### src/rtl/wb_arb_pkg.sv
// Shared constants and helpers for the register-file write-back arbiter.
// Requester index names match the simple CPU's write-back sources.
package wb_arb_pkg;

  localparam int DEF_NUM_REQ    = 3;
  localparam int DEF_DATA_WIDTH = 16;
  localparam int DEF_NUM_REGS   = 8;

  localparam int REQ_ALU  = 0;
  localparam int REQ_LOAD = 1;
  localparam int REQ_IMM  = 2;

  // $clog2 yields 0 for 1, which would produce zero-width vectors.
  function automatic int clog2_safe(input int n);
    return (n <= 1) ? 1 : $clog2(n);
  endfunction

endpackage

### src/rtl/rr_arbiter.sv
// Combinational round-robin grant: searches i_req starting at i_ptr, wrapping
// modulo NUM_REQ, and returns a one-hot grant and its encoded index.
module rr_arbiter
  import wb_arb_pkg::*;
#(
  parameter int NUM_REQ = DEF_NUM_REQ,
  parameter int IDX_W   = clog2_safe(NUM_REQ)
) (
  input  logic [NUM_REQ-1:0] i_req,
  input  logic [IDX_W-1:0]   i_ptr,
  input  logic               i_en,
  output logic [NUM_REQ-1:0] o_grant,
  output logic [IDX_W-1:0]   o_idx
);

  int   w_cand;
  logic w_found;

  // NOTE: every output of this block gets a default before the search loop,
  // so no path through it can leave a value unassigned and infer a latch.
  always_comb begin
    o_grant = '0;
    o_idx   = '0;
    w_found = 1'b0;
    w_cand  = 0;
    for (int off = 0; off < NUM_REQ; off++) begin
      w_cand = (int'(i_ptr) + off) % NUM_REQ;
      if (i_en && !w_found && i_req[IDX_W'(w_cand)]) begin
        o_grant[IDX_W'(w_cand)] = 1'b1;
        o_idx                   = IDX_W'(w_cand);
        w_found                 = 1'b1;
      end
    end
  end

endmodule

### src/rtl/reg_wb_arbiter.sv
// Round-robin arbiter sharing the register-file write port among write-back
// requesters, with a one-stage write pipeline. Define WB_ARB_FWD_EN to add
// combinational forwarding of the pending write to two read addresses.
module reg_wb_arbiter
  import wb_arb_pkg::*;
#(
  parameter int NUM_REQ    = DEF_NUM_REQ,
  parameter int DATA_WIDTH = DEF_DATA_WIDTH,
  parameter int NUM_REGS   = DEF_NUM_REGS,
  parameter int ADDR_WIDTH = clog2_safe(NUM_REGS),
  localparam int GRANT_W   = clog2_safe(NUM_REQ)
) (
  input  logic                           clk,
  input  logic                           reset,
  input  logic [NUM_REQ-1:0]             req_valid,
  input  logic [NUM_REQ*ADDR_WIDTH-1:0]  req_addr,
  input  logic [NUM_REQ*DATA_WIDTH-1:0]  req_data,
  output logic [NUM_REQ-1:0]             req_ready,
  input  logic                           wb_stall,
  output logic                           write_enable,
  output logic [ADDR_WIDTH-1:0]          write_addr,
  output logic [DATA_WIDTH-1:0]          write_data,
  output logic [GRANT_W-1:0]             grant_id,
  output logic                           busy
`ifdef WB_ARB_FWD_EN
  ,
  input  logic [ADDR_WIDTH-1:0]          fwd_addr1,
  input  logic [ADDR_WIDTH-1:0]          fwd_addr2,
  output logic                           fwd_hit1,
  output logic                           fwd_hit2,
  output logic [DATA_WIDTH-1:0]          fwd_data1,
  output logic [DATA_WIDTH-1:0]          fwd_data2
`endif
);

  logic [GRANT_W-1:0]    r_ptr;
  logic                  r_we;
  logic [ADDR_WIDTH-1:0] r_addr;
  logic [DATA_WIDTH-1:0] r_data;
  logic [GRANT_W-1:0]    r_gid;

  logic [GRANT_W-1:0]    w_idx;
  logic [GRANT_W-1:0]    w_ptr_next;
  logic                  w_xfer;
  logic [ADDR_WIDTH-1:0] w_addr_arr [NUM_REQ];
  logic [DATA_WIDTH-1:0] w_data_arr [NUM_REQ];

  for (genvar i = 0; i < NUM_REQ; i++) begin : g_unpack
    assign w_addr_arr[i] = req_addr[i*ADDR_WIDTH +: ADDR_WIDTH];
    assign w_data_arr[i] = req_data[i*DATA_WIDTH +: DATA_WIDTH];
  end

  // Reset gates the grant directly so req_ready is low for the whole reset.
  rr_arbiter #(
    .NUM_REQ (NUM_REQ),
    .IDX_W   (GRANT_W)
  ) u_rr (
    .i_req   (req_valid),
    .i_ptr   (r_ptr),
    .i_en    (!wb_stall && !reset),
    .o_grant (req_ready),
    .o_idx   (w_idx)
  );

  assign w_xfer     = |req_ready;
  assign w_ptr_next = (w_idx == GRANT_W'(NUM_REQ - 1)) ? '0 : w_idx + 1'b1;

  // NOTE: state is updated with non-blocking assignments so every register
  // samples pre-edge values, independent of statement order.
  always_ff @(posedge clk or posedge reset) begin
    if (reset) begin
      r_ptr <= '0;
    end else if (w_xfer) begin
      r_ptr <= w_ptr_next;
    end
  end

  // An in-flight write is discarded by reset rather than retried.
  always_ff @(posedge clk or posedge reset) begin
    if (reset) begin
      r_we   <= 1'b0;
      r_addr <= '0;
      r_data <= '0;
      r_gid  <= '0;
    end else begin
      r_we <= w_xfer;
      if (w_xfer) begin
        r_addr <= w_addr_arr[w_idx];
        r_data <= w_data_arr[w_idx];
        r_gid  <= w_idx;
      end
    end
  end

  assign write_enable = r_we;
  assign write_addr   = r_addr;
  assign write_data   = r_data;
  assign grant_id     = r_gid;
  assign busy         = (|req_valid) || r_we;

`ifdef WB_ARB_FWD_EN
  assign fwd_hit1  = r_we && (r_addr == fwd_addr1);
  assign fwd_hit2  = r_we && (r_addr == fwd_addr2);
  assign fwd_data1 = fwd_hit1 ? r_data : '0;
  assign fwd_data2 = fwd_hit2 ? r_data : '0;
`endif

endmodule
### config.mk
export PLATFORM = sky130hd
export DESIGN_NAME = reg_wb_arbiter
export DESIGN_NICKNAME = d
export VERILOG_FILES = /design/src/rtl/wb_arb_pkg.sv /design/src/rtl/rr_arbiter.sv /design/src/rtl/reg_wb_arbiter.sv
export SDC_FILE = /design/constraint.sdc
export NUM_CORES = 1
export LEC_CHECK = 0
export ABC_AREA = 1
export CAP_MARGIN = 5
export CORE_AREA = 2 2 69 71
export DETAILED_ROUTE_END_ITERATION = 6
export DIE_AREA = 0 0 71 73
export HOLD_SLACK_MARGIN = 0.02
export MAX_ROUTING_LAYER = met4
export PLACE_DENSITY_LB_ADDON = 0.05
export RECOVER_POWER = 100
export SLEW_MARGIN = 20
export SYNTH_ARGS = -nofsm -noshare
export SYNTH_HDL_FRONTEND = slang
export SYNTH_HIERARCHICAL = 1
export SYNTH_SLANG_ARGS = --single-unit
### constraint.sdc
create_clock -name clk -period 2.15 [get_ports clk]
set_input_delay 0.5375 -clock clk [delete_from_list [all_inputs] [get_ports clk]]
set_output_delay 0.5375 -clock clk [all_outputs]
set_load 0.03 [all_outputs]
# Word level (Yosys, flattened, before mapping)
# Cells that the tools add are included.
# word_totals
regBits	24
out_inout_bits	26
elab_cells	68
# op_classes
add_sub_neg	3
n_div	3
magnitude_cmp	7
n_eq_ne	1
mux	30
bitwise_logic	3
reduce_logical	16
# op_table
cell	n
$mod A32 B3 Y32 const B	2
$bmux W16 S2	1
$mod A3 B3 Y32 const B	1
$mux W16	2
$mux W3	5
$lt A2 B4 Y1 const B	3
$mux W1	11
$logic_and A1 B1 Y1	9
$mux W2	4
$bmux W1 S2	3
$bmux W3 S2	1
$demux W1 S2	3
$ge A2 B1 Y1 const B	3
$or A3 B3 Y3	2
$reduce_or A3 Y1	2
$logic_not A1 Y1	4
$add A2 B1 Y3 const B	1
$add A2 B2 Y3 const B	1
$ge A3 B3 Y1 const B	1
$not A2 Y3	1
$add A2 B1 Y2 const B	1
$eq A2 B2 Y1 const B	1
$logic_or A1 B1 Y1	1

# Depth between registers and ports, before layout
# Gate-level depths: netlist of the first run.
# depth
ltp_word	18
mapped_depth	15

# Hierarchy
# Netlist of the first run, hierarchy kept.
# modules_own_cells
module	instances	cells_per_inst	area_each_um2
reg_wb_arbiter	1	208	1386.3
rr_arbiter	1	48	265.3

# Worst setup path before layout of the first run
# OpenSTA, ideal clock, no wires.
# synth_timing
kind	flip-flop to flip-flop
from	register r_ptr[1]
to	register r_data[10] (netlist: write_data[10])
setup_ps	117
t_arrival_ps	2120
t_required_ps	2033
path_slack_ps	-88
path_stages_with_launch	16
path_buffers	1
synth_period_minus_slack_ps	2238
cell_sequence	dfrtp_1 inv_1 ha_1 inv_1 nand2_1 nand3_2 nand2_1 nor2_2 nand2_1 nor2_1 nor2_1 nand2_1 buf_2 nand2_1 nor2_1 nor2_1
# synth_between
elab_cells_between_ends	51
# synth_rtl
item	line_no	source
start, declared	reg_wb_arbiter.sv:36	logic [GRANT_W-1:0] r_ptr;
start signal, assigned	reg_wb_arbiter.sv:74	r_ptr <= w_ptr_next;
parallel branches: the longest is 13 deep, another holds $mod A32 B3 Y32	n/a	
$mux W3 (*)	rr_arbiter.sv:28	if (i_en && !w_found && i_req[IDX_W'(w_cand)]) begin
via req_ready[2]	reg_wb_arbiter.sv:18	output logic [NUM_REQ-1:0] req_ready,
$reduce_or A3 Y1 (*)	reg_wb_arbiter.sv:65	assign w_xfer = |req_ready;
end signal, assigned	reg_wb_arbiter.sv:89	r_data <= w_data_arr[w_idx];
end, declared	reg_wb_arbiter.sv:39	logic [DATA_WIDTH-1:0] r_data;
# Mark *: on every way through the listed nets, which the timed path passes. The select of a mux whose other input is x is not followed.
# A chain may end at the register's enable or synchronous reset.

# Worst setup path after layout of the first run
# layout_timing
from	register r_ptr[0]
to	output port req_ready[1]
# layout_between
elab_chain_cells	14
elab_cells_between_ends	43
# layout_lines
item	line_no
parallel branches: the longest is 13 deep, another holds $mod A32 B3 Y32	n/a
$mux W3 (*)	rr_arbiter.sv:28
end, declared	reg_wb_arbiter.sv:18
# Mark *: on every way between the ends. The select of a mux whose other input is x is not followed.

==> results of run 1 <==
how the worst max path moves through the flow:
stage                  from              to  cells past startpoint
2_1_floorplan      r_ptr[0]  write_data[10]                     15
3_3_place_gp   req_valid[1]   write_data[5]                     12
4_1_cts            r_ptr[1]    req_ready[1]                     10
5_1_grt            r_ptr[0]    req_ready[0]                      9
6_report           r_ptr[0]    req_ready[1]                      9
3_5_place_dp   req_valid[1]   write_data[1]                     13
per-layer routing:
layer / global-route usage [%] / share of wire, % / vias up
met2: 33.23 / 48 / 59
met5: - / 0 / -
met1: 28.10 / 45 / 902
li1: - / - / 1036
met4: 3.145 / 0.76 / 0
met3: 4.696 / 6.3 / 6
registers in the layout, summed over array words and instances, names as in the netlist:
register,cells
write_addr,3
grant_id,2
write_enable,1
write_data,16
r_ptr,2
final cells by class:
type | count | area (um^2)
multi-input combinational | 202 | 1036
sequential | 24 | 601.8
inverter | 15 | 62.56
clock buffer | 3 | 41.29
fill | 398 | 1493
tap | 54 | 67.56
timing repair buffer | 121 | 1226
timing repair inverter | 1 | 7.507
cells in the mapped netlist:
cell type  instances
buf_4              1
o21ai_0            2
inv_1             15
nor2_1            48
nand4_1            2
nand2_2            1
nand2_1           81
nor2_2             2
buf_2             13
dfrtp_1           24
nand3_2            2
nand3_1           59
a21oi_4            1
buf_8              1
ha_1               4
per-stage QoR:
| step | cells | hold WS [ns] | power [mW] | area, um^2 | worst slack [ns] |
|---|---|---|---|---|---|
| final | 420 | 0.4980 | 3.992 | 3043 | -0.1548 |
| after global routing | 420 | 0.5193 | 4.309 | 3043 | -0.2484 |
| after CTS | 414 | 0.5050 | 3.744 | 2904 | -0.1438 |
| after detailed placement | 403 | 0.4885 | 3.239 | 2690 | -0.2612 |
| after global placement | 403 | 0.4728 | 3.212 | 2690 | -0.2226 |
| after floorplan | 256 | 0.4969 | 2.290 | 1664 | 0.05291 |
what timing repair did:
action,4_1_cts,5_1_grt
pin swaps,8,11
buffers inserted,7,2
setup endpoints to repair,26,26
resized for setup,35,13
gates cloned,1,4
endpoints found under the hold margin,0,0
logic make-up (layout without fill, tap and decap cells):
family	Yosys count	after routing	synth area share (%)
adders and majority gates	4	4	3.030
AOI/OAI and AO/OA	3	3	1.591
buffers and inverters	30	140	8.712
DFF	24	24	36.36
and+or+nand+nor	195	195	50.30
worst max-delay path: stages, from the launching register on:
cell and delay (ns):
dfrtp_1 0.40, buf_6 0.14, ha_4 0.17, nand2_1 0.10
nand3_4 0.09, buf_6 0.12, a21oi_4 0.16, nand3_2 0.11
nand3_2 0.08, buf_6 0.13
power breakdown:
part	leakage (nW)	internal [mW]	total, mW	switching [mW]
logic	1.10	1.28	2.93	1.65
clock network	0.0216	0.125	0.269	0.144
registers	0.281	0.673	0.790	0.117
total	1.40	2.08	3.99	1.91
==> summary.txt, run 1 <==
Outcome: complete, but fails checks
Failing checks: setup timing
Commonest non-fill, non-tap cells in the layout: nand2_1 (73), clkdlybuf4s50_1 (59), nand3_1 (55)
Synth Cell Area: 1652 um^2
Area delta synth->final: 84.24%
Row Count: 25
Top cell type's share of synthesized area: 36.36%
Chip Width: 71 um
Die area: 5183 um^2
Synth Register Bits: 24
Final period util: 107.2%
CTS Sinks: 24
Worst vdd ir: 0.0006482 V
Pins Over Slew Limit: 0
TritonCTS Buffers: 3
Worst rel slew slack: 44.03%
Hold_sp: grant_id[0]
Die Y: 73 um
Setup violators final: 10
Port Buffer Count: 88
Unique masters post-synth: 15
DP HPWL: 3669 um
Slew @ Worst Pin: 0.8395 ns
Hold EP: grant_id[0]
Layout cells sized above 1: 18.85%
Mean Syn Cell Area: 6.452 um^2
CORE AREA: 4536 um^2
R2r endpoint: write_data[8]
Crit path launch type: register
Hold path depth: 2
Final worst slack: -0.1548 ns
Mapped Cells: 256
Vias in the first global route: 1786
Fmax: 433.9 MHz
Fin Clk Skew: 0.008652 ns
Register-to-Register Path Depth: 14
Max-Cap Viols: 0
Pleak: 1.402 nW
Post-synthesis net count: 323
R2R Setup Slk: -0.02 ns
Detailed Route WL: 5552 um
ANT cells: 0
Post-route DRC violation count: 0
Power Dens Cells: 1312 nW/um^2
Largest fanout on the critical path: 3
RSZ-0062 raised after global routing: true
Crit path capture type: output pin
Initial Util: 36.41%
Top cells by area, synth: dfrtp_1 (36%), nand2_1 (18%), nand3_1 (18%)
Post-CTS Hold Buffers: 0
H-Tree Depth: 1
WL per Instance: 13.22 um
Pre-antenna DRT Iters: 5
Seq/Total Area, Yosys: 36.36%
First-pass GRT wire length: 8411 um
Via Count: 2003
Final hold vios: 0
Crit path kind: register to output pin
CTS tree: yes
Initial antenna violation count: 0
Yosys Warn Count: 6
Worst-path clk slew: 0.08 ns
Worst path arrival time: 1.77 ns
Reg2Reg Launch Point: r_ptr[0]
Final min period: 2.305 ns
Required time worst endpoint: 1.61 ns
Cell taking the most area after synthesis: dfrtp_1
Final Util: 67.09%
CTS max path bufs: 2
Largest net degree at the start of global routing: 28
Fin nets: 435
Routability cong.: 0.8655
IO Pins: 89
Class of the worst hold path: register to register
Vias/cell: 4.769
Commonest non-fill, non-tap cell in the layout: nand2_1
Grt total ovfl: 0
Detailed Route Iter0 Violations: 65
Clock root cell: clkbuf_8
Clk_lat worst skew: 0.27 ns
Fin Setup TNS: -0.4794 ns
Total track usage: 20.91%
Detail Route Antenna Nets: 0
No activity file was read; power rests on OpenSTA's default activity.
==> run 2: changes to the inputs <==
- GPL_ROUTABILITY_DRIVEN: default -> 0
- SKIP_LAST_GASP: default -> 1
==> summary.txt, run 2 (same netlist as run 1, synthesis figures left out) <==
Placed insts: 403
Port Buffer Count: 88
Post-route DRC violation count: 0
Fmax: 433.9 MHz
Layout cells sized above 1: 18.58%
Die area: 5183 um^2
Max-Cap Viols: 0
Post-CTS Hold Buffers: 0
DP HPWL: 3669 um
Crit path capture type: output pin
Outcome: complete, but fails checks
Largest net degree at the start of global routing: 28
Final cell count without fillers: 420
CTS max path bufs: 2
Worst-path clk slew: 0.08 ns
Detail Route Antenna Nets: 0
Initial Util: 36.41%
Failing checks: setup timing
Worst rel slew slack: 44.05%
Slew @ Worst Pin: 0.8392 ns
Via Count: 2001
Class of the worst hold path: register to register
Worst path arrival time: 1.77 ns
Grt total ovfl: 0
Clock root cell: clkbuf_8
Pre-antenna DRT Iters: 5
TritonCTS Buffers: 3
CTS Sinks: 24
Storage element area: 601.8 um^2
Pre-CTS setup slack: -0.2612 ns
CTS tree: yes
Final Instance Area: 3040 um^2
Vias/cell: 4.764
Final min period: 2.305 ns
DP Area: 2690 um^2
Fin nets: 435
Commonest non-fill, non-tap cell in the layout: nand2_1
Number of flip-flops in the largest register: 16
Overall power: 3.986 mW
Pleak: 1.402 nW
Setup violators final: 10
Pins Over Slew Limit: 0
Largest fanout on the critical path: 3
Final period util: 107.2%
Initial antenna violation count: 0
Chip Width: 71 um
Clk_lat worst skew: 0.27 ns
Crit path launch type: register
Fin Clk Skew: 0.008652 ns
ANT cells: 0
Die Y: 73 um
H-Tree Depth: 1
Detailed Route Iter0 Violations: 63
Filler Cell Count: 399
CORE AREA: 4536 um^2
Area delta synth->final: 84.09%
Required time worst endpoint: 1.61 ns
Multi-input gate area: 1033 um^2
WHS: 0.4980 ns
Worst vdd ir: 0.0006481 V
Final worst slack: -0.1548 ns
Detailed Route WL: 5550 um
Commonest non-fill, non-tap cells in the layout: nand2_1 (73), clkdlybuf4s50_1 (59), nand3_1 (55)
Total track usage: 20.91%
Vias in the first global route: 1786
Crit path kind: register to output pin
RSZ-0062 raised after global routing: true
R2R Setup Slk: -0.02 ns
First-pass GRT wire length: 8411 um
WL per Instance: 13.21 um
IO Pins: 89
Final hold vios: 0
Power Dens Cells: 1311 nW/um^2
Row Count: 25
## run 2: stage by stage
step	TNS, ns	utilization, %
6_report	-0.4792	67.03
5_1_grt	-3.935	67.03
4_1_cts	-0.3929	64.03
3_5_place_dp	-5.961	59.31
3_3_place_gp	-5.111	59.31
2_1_floorplan	0	-
## run 2: final timing paths
check                       startpoint             end  depth (start not counted)
min in group asynchronous        reset        r_ptr[0]                          4
hold / removal             grant_id[0]     grant_id[0]                          2
max in group asynchronous        reset  write_data[10]                          4
setup / recovery              r_ptr[0]    req_ready[1]                          9
hold reg to reg            grant_id[0]     grant_id[0]                          2
setup reg to reg              r_ptr[0]   write_data[8]                         14
## run 2: worst max-delay path, cell delays in order (launching register included)
cell and delay, ns:
dfrtp_1 0.40, buf_6 0.14, ha_4 0.17, nand2_1 0.10
nand3_4 0.09, buf_6 0.12, a21oi_4 0.16, nand3_2 0.11
nand3_2 0.08, buf_6 0.13
## run 2: cell type report
class | count | share of cell area (%)
multi-input cells | 202 | 33.99
flip-flops and latches | 24 | 19.79
repair inverters | 1 | 0.2469
clock buffers | 3 | 1.358
repair buffers | 121 | 40.33
well taps | 54 | 2.222
inverters | 15 | 2.058
## run 2: what timing repair did
action | 4_1_cts | 5_1_grt
resized for setup | 35 | 12
pin swaps | 8 | 11
endpoints found under the setup margin | 26 | 26
setup buffers | 7 | 2
cloned | 1 | 4
## run 2: report_power, final
| part | internal, mW | switching (mW) | leakage (nW) |
|---|---|---|---|
| Sequential | 0.673 | 0.115 | 0.281 |
| Clock | 0.125 | 0.144 | 0.0216 |
| Combinational | 1.28 | 1.65 | 1.10 |
## run 2: layer usage
metal / up-vias / routed length (um) / GRT usage (%)
met3: 6 / 347 / 4.696
li1: 1036 / - / -
met1: 900 / 2497 / 28.10
met2: 59 / 2663 / 33.23
met4: 0 / 42 / 3.145
met5: - / 0 / -
==> edit 1, RTL diff (config.mk and constraints of run 1) <==
`DEF_NUM_REQ`: 3 -> 2.
--- a/src/rtl/wb_arb_pkg.sv
+++ b/src/rtl/wb_arb_pkg.sv
@@ -4,3 +4,3 @@
 
-  localparam int DEF_NUM_REQ    = 3;
+  localparam int DEF_NUM_REQ    = 2;
   localparam int DEF_DATA_WIDTH = 16;
Interface: changed (5 resized); port bits go from 89 to 67. No check against the original RTL was run, so the function may have changed too.
==> edit 1 against run 1 <==
Total power down 72%; final area down 39%; area after synthesis down 32%; utilization down 26 points; combinational power down 88%; wire length down 44%; cell count down 34%; setup slack better by 0.26 ns; count of clock-buffer cells in the layout up 1; first-iteration DRC count down 54%; sequential cell count down 2; synthesized cell count down 37%; largest cell class unchanged; largest power group is now sequential cells.
==> edit 1: results (changes against run 1) <==
* CP max stage delay at 0.55 ns (+0.15 ns)
* Max rail drop VDD at 0.000219 V (-66%)
* Critical path arrival at 1.51 ns (-0.26 ns)
* Synthesized area per cell at 6.90 um2 (+6.9%)
* First-pass GRT wire length at 5230 um (-38%)
* Largest net degree at the start of global routing at 23 (-18%)
* Clock sink total at 22 (-8.3%)
* Final non-filler cell total at 279 (-34%)
* WL met3 at 245 um (-29%)
* Routed wl met2 at 1460 um (-45%)
* Post-synthesis adder-cell area fraction at 0% (-3.0 points)
* HPWL Detailed at 2200 um (-40%)
* Met1 global-route usage at 15.1% (-13 points)
* Hold path startpoint: write_data[1]
* Nets at 269 (-38%)
* Worst reg2reg endpoint: write_addr[2]
* Area of the multi-input gates at 485 um2 (-53%)
* Register area share after synthesis at 49.3% (+13 points)
* Worst R2R Start: r_ptr
* Hold Crit Endpoint: write_data[1]
* Iter 0 DRT Violations at 30 (-54%)
* CP max FO at 2 (-1)
* Filler cells at 470 (+18%)
* Critical path origin: req_valid[0]
* Port Buf Inserts at 65 (-26%)
* Met1 Wirelength at 1350 um (-46%)
* Worst setup path end: req_ready[0]
* Post-synthesis net count at 205 (-37%)
* Layout clock buffer count at 4 (+1)
* WHS at 0.476 ns (-0.0220 ns)
* Non-clock buffer total of the final layout at 68 (-44%)
* DRT Pass-1 Iters at 4 (-1)
* Worst Skew at 0.00118 ns (-0.00747 ns)
* Wire per inst at 11.1 um (-16%)
* Non-clock buffer share at 36.1% (-4.2 points)
* Met2 usage at 22.8% (-10 points)
* Total track usage at 13.3% (-7.7 points)
* Hold WC Path Type: flip-flop to flip-flop
* Fin area at 1840 um2 (-39%)
* Yosys cell types at 12 (-3)
* Clock Latency Late Sink at 0.27 ns (about the same)
* Met3 Use GR at 3.31% (-1.4 points)
* Ranking of synthesized cells by area: dfrtp_1 49%, nand2_1 40%, buf_4 2.0%
* Via density at 4.06 (-15%)
* Layout cells sized above 1 at 4.89% (-14 points)
* Slowest-stage cell, CP: dlygate4sd3_1
* Most frequent cells after synthesis: 118 x nand2_1, 22 x dfrtp_1, 4 x buf_2, 4 x inv_1, 4 x nor2_1
* Reg2reg setup slack at 0.81 ns (+0.83 ns)
* Status: completed
* Worst slew pin tran at 1.26 ns (+0.421 ns)
* Synth Area in Compound Gates at 0.896% (-0.70 points)
* # Taps at 54 (unchanged)
* Layout clock area frac at 2.99% (+1.6 points)
* CP delay by family, top: buffers and inverters
* R2R cell count at 7 (-7)
* # Post-CTS Setup Buffers at 0 (-7)
* Dpl ws at 0.0625 ns (+0.324 ns)
* Seq. cell area at 551 um2 (-8.5%)
## edit 1: changes by cell type in the layout (fill, tap and decap cells not counted), sizes merged, moves of 2 or more
cell           delta
nand2            +36
nor2             -45
clkbuf            -5
clkinvlp          -2
dlygate4sd2       -3
nand4             -2
inv               -9
nand3            -61
dfrtp             -2
buf              -26
clkdlybuf4s50    -18
ha                -4
## edit 1: cells by family (layout without fill, tap and decap cells)
group | after synthesis | after routing
buf+inv | 14 | 77
compound gates | 2 | 2
other cells | 1 | 1
simple gates | 123 | 123
flops | 22 | 22
## edit 1: timing repair
action | in CTS | in global routing
endpoints found under the setup margin | 0 | 1
endpoints found under the hold margin | 0 | 0
hold buffers | 0 | 0
resized for setup | 0 | 1
## edit 1: where the power goes
group	total, W	leakage [nW]	switching, W	internal [W]
clock network	0.000308	0.0288	0.000145	0.000164
logic	0.000348	0.658	0.000191	0.000157
registers	0.000480	0.268	0.0000229	0.000458
==> edit 2, RTL diff (flow settings as in run 1) <==
Without the edit above. Make the reset (`reset`) synchronous in 2 clocked blocks.
--- a/src/rtl/reg_wb_arbiter.sv
+++ b/src/rtl/reg_wb_arbiter.sv
@@ -69,3 +69,3 @@
   // samples pre-edge values, independent of statement order.
-  always_ff @(posedge clk or posedge reset) begin
+  always_ff @(posedge clk) begin
     if (reset) begin
@@ -78,3 +78,3 @@
   // An in-flight write is discarded by reset rather than retried.
-  always_ff @(posedge clk or posedge reset) begin
+  always_ff @(posedge clk) begin
     if (reset) begin
Formal check against the unedited RTL: differs if reset is asserted again (counterexample within 4 cycles, from zero or initial values and one cycle with reset high); with reset held inactive, the same outputs for 4 cycles.
==> edit 2 against run 1 <==
The flow still finishes with violations (negative setup slack); die area stayed put; critical path depth is 1 higher; sequential cell count stayed put; critical path type unchanged; sequential share of layout area is 3.3 points lower; final area is 2.4% lower; utilization is 1.6 points lower; critical endpoint is now req_ready[2]; area after synthesis is 3.0% higher; non-clock buffer count is 6 lower; total power is 28% lower; wire length is 0.34% lower; setup slack better by 0.079 ns.
==> edit 2: results (changes against run 1) <==
* Max rail drop VDD at 0.000489 V (-25%)
* Cells after DPL at 432 (+7.2%)
* Dpl ws at -0.325 ns (-0.0637 ns)
* Worst slew pin tran at 0.356 ns (-0.483 ns)
* Nets at 456 (+4.8%)
* Sw power at 0.00127 W (-34%)
* Largest net degree at the start of global routing at 24 (-14%)
* Final setup fails at 3 (-7)
* DRT Pass-1 Iters at 4 (-1)
* Most common cell on crit path: nand2_2
* P_comb at 0.00184 W (-37%)
* Filler cells at 448 (+13%)
* Clock power frac at 14.1% (+7.4 points)
* Ranking of synthesized cells by area: dfxtp_1 28%, nand2_1 21%, nand3_1 14%
* Critical path arrival at 1.69 ns (-0.08 ns)
* Vias in the first global route at 2097 (+17%)
* CP delay by family, top: simple AND/OR/NAND/NOR gates
* Top FF cell, synth: dfxtp_1
* CP max FO at 4 (+1)
* Wire per inst at 12.5 um (-5.3%)
* First-pass GRT wire length at 9160 um (+8.9%)
* Status: finished, violations left
* Register area share after synthesis at 28.3% (-8.1 points)
* Synthesized area per cell at 5.95 um2 (-7.8%)
* Setup_tns at -0.218 ns (+0.261 ns)
* Gp weighted congestion at 0.871 (+0.68%)
* HPWL Detailed at 3960 um (+7.9%)
* Post-route worst setup slack at -0.0758 ns (+0.0789 ns)
* Failing checks: negative setup slack
* Iter 0 DRT Violations at 68 (+4.6%)
* Area after DPL at 2730 um2 (+1.5%)
* Total track usage at 22.5% (+1.6 points)
* Slowest-stage cell, CP: dfxtp_4
* Yosys cell types at 18 (+3)
* Worst Skew at 0.00458 ns (-0.00407 ns)
* DRT Wirelength at 5530 um (-0.34%)
* Layout cells sized above 1 at 17.3% (-1.6 points)
* Leak Pwr at 1.43 nW (+2.3%)
==> edit 2: changes by cell type in the layout (fill, tap and decap cells not counted), moves of 3 or more <==
cell       change
dfxtp_1       +22
nand3_1       -11
buf_4          +5
nand2_1       +13
nor2_1         +5
nand3b_1      +19
clkbuf_16      -3
buf_6          -3
dfrtp_1       -23
==> edit 2: final cells by class <==
class | count | area share, %
multi-input combinational | 230 | 39.4
timing repair buffer | 115 | 37.3
sequential | 24 | 16.4
tap | 54 | 2.27
inverter | 15 | 2.23
clock buffer | 3 | 1.39
clock inverter | 1 | 1.01
==> edit 2: final timing paths <==
| path | start | slack [ns] | cells after the start | to |
|---|---|---|---|---|
| setup / recovery | r_ptr[1] | -0.08 | 10 | req_ready[2] |
| hold / removal | grant_id[0] | 0.53 | 2 | grant_id[0] |
| setup reg to reg | r_ptr[0] | 0.07 | 15 | write_data[11] |
| hold reg to reg | grant_id[0] | 0.53 | 2 | grant_id[0] |
==> edit 2: repair_timing <==
item | 4_1_cts | 5_1_grt
setup endpoints to repair | 22 | 26
pin swaps | 12 | 11
hold buffers | 0 | 0
setup buffers | 4 | 2
resized for setup | 28 | 19
==> edit 2: metal layers <==
layer  global-route usage [%]  routed length (um)  share of wire (%)  vias to the layer above
met5                        -                   0                  0                        -
met4                     5.66                  29               0.52                        0
met3                     2.62                 298                5.4                        4
met2                     40.1                2820                 51                       62
met1                     27.1                2380                 43                      950
li1                         -                   -                  -                     1114
==> edit 2: kinds of logic after synthesis <==
| family | count (synthesis) | share of synthesized area [%] |
|---|---|---|
| flip-flops | 24 | 28.3 |
| AND/OR/NAND/NOR | 221 | 58.0 |
| AO/OA/AOI/OAI | 5 | 2.13 |
| buffers and inverters | 32 | 8.68 |
| adder cells (fa/ha/maj) | 4 | 2.94 |
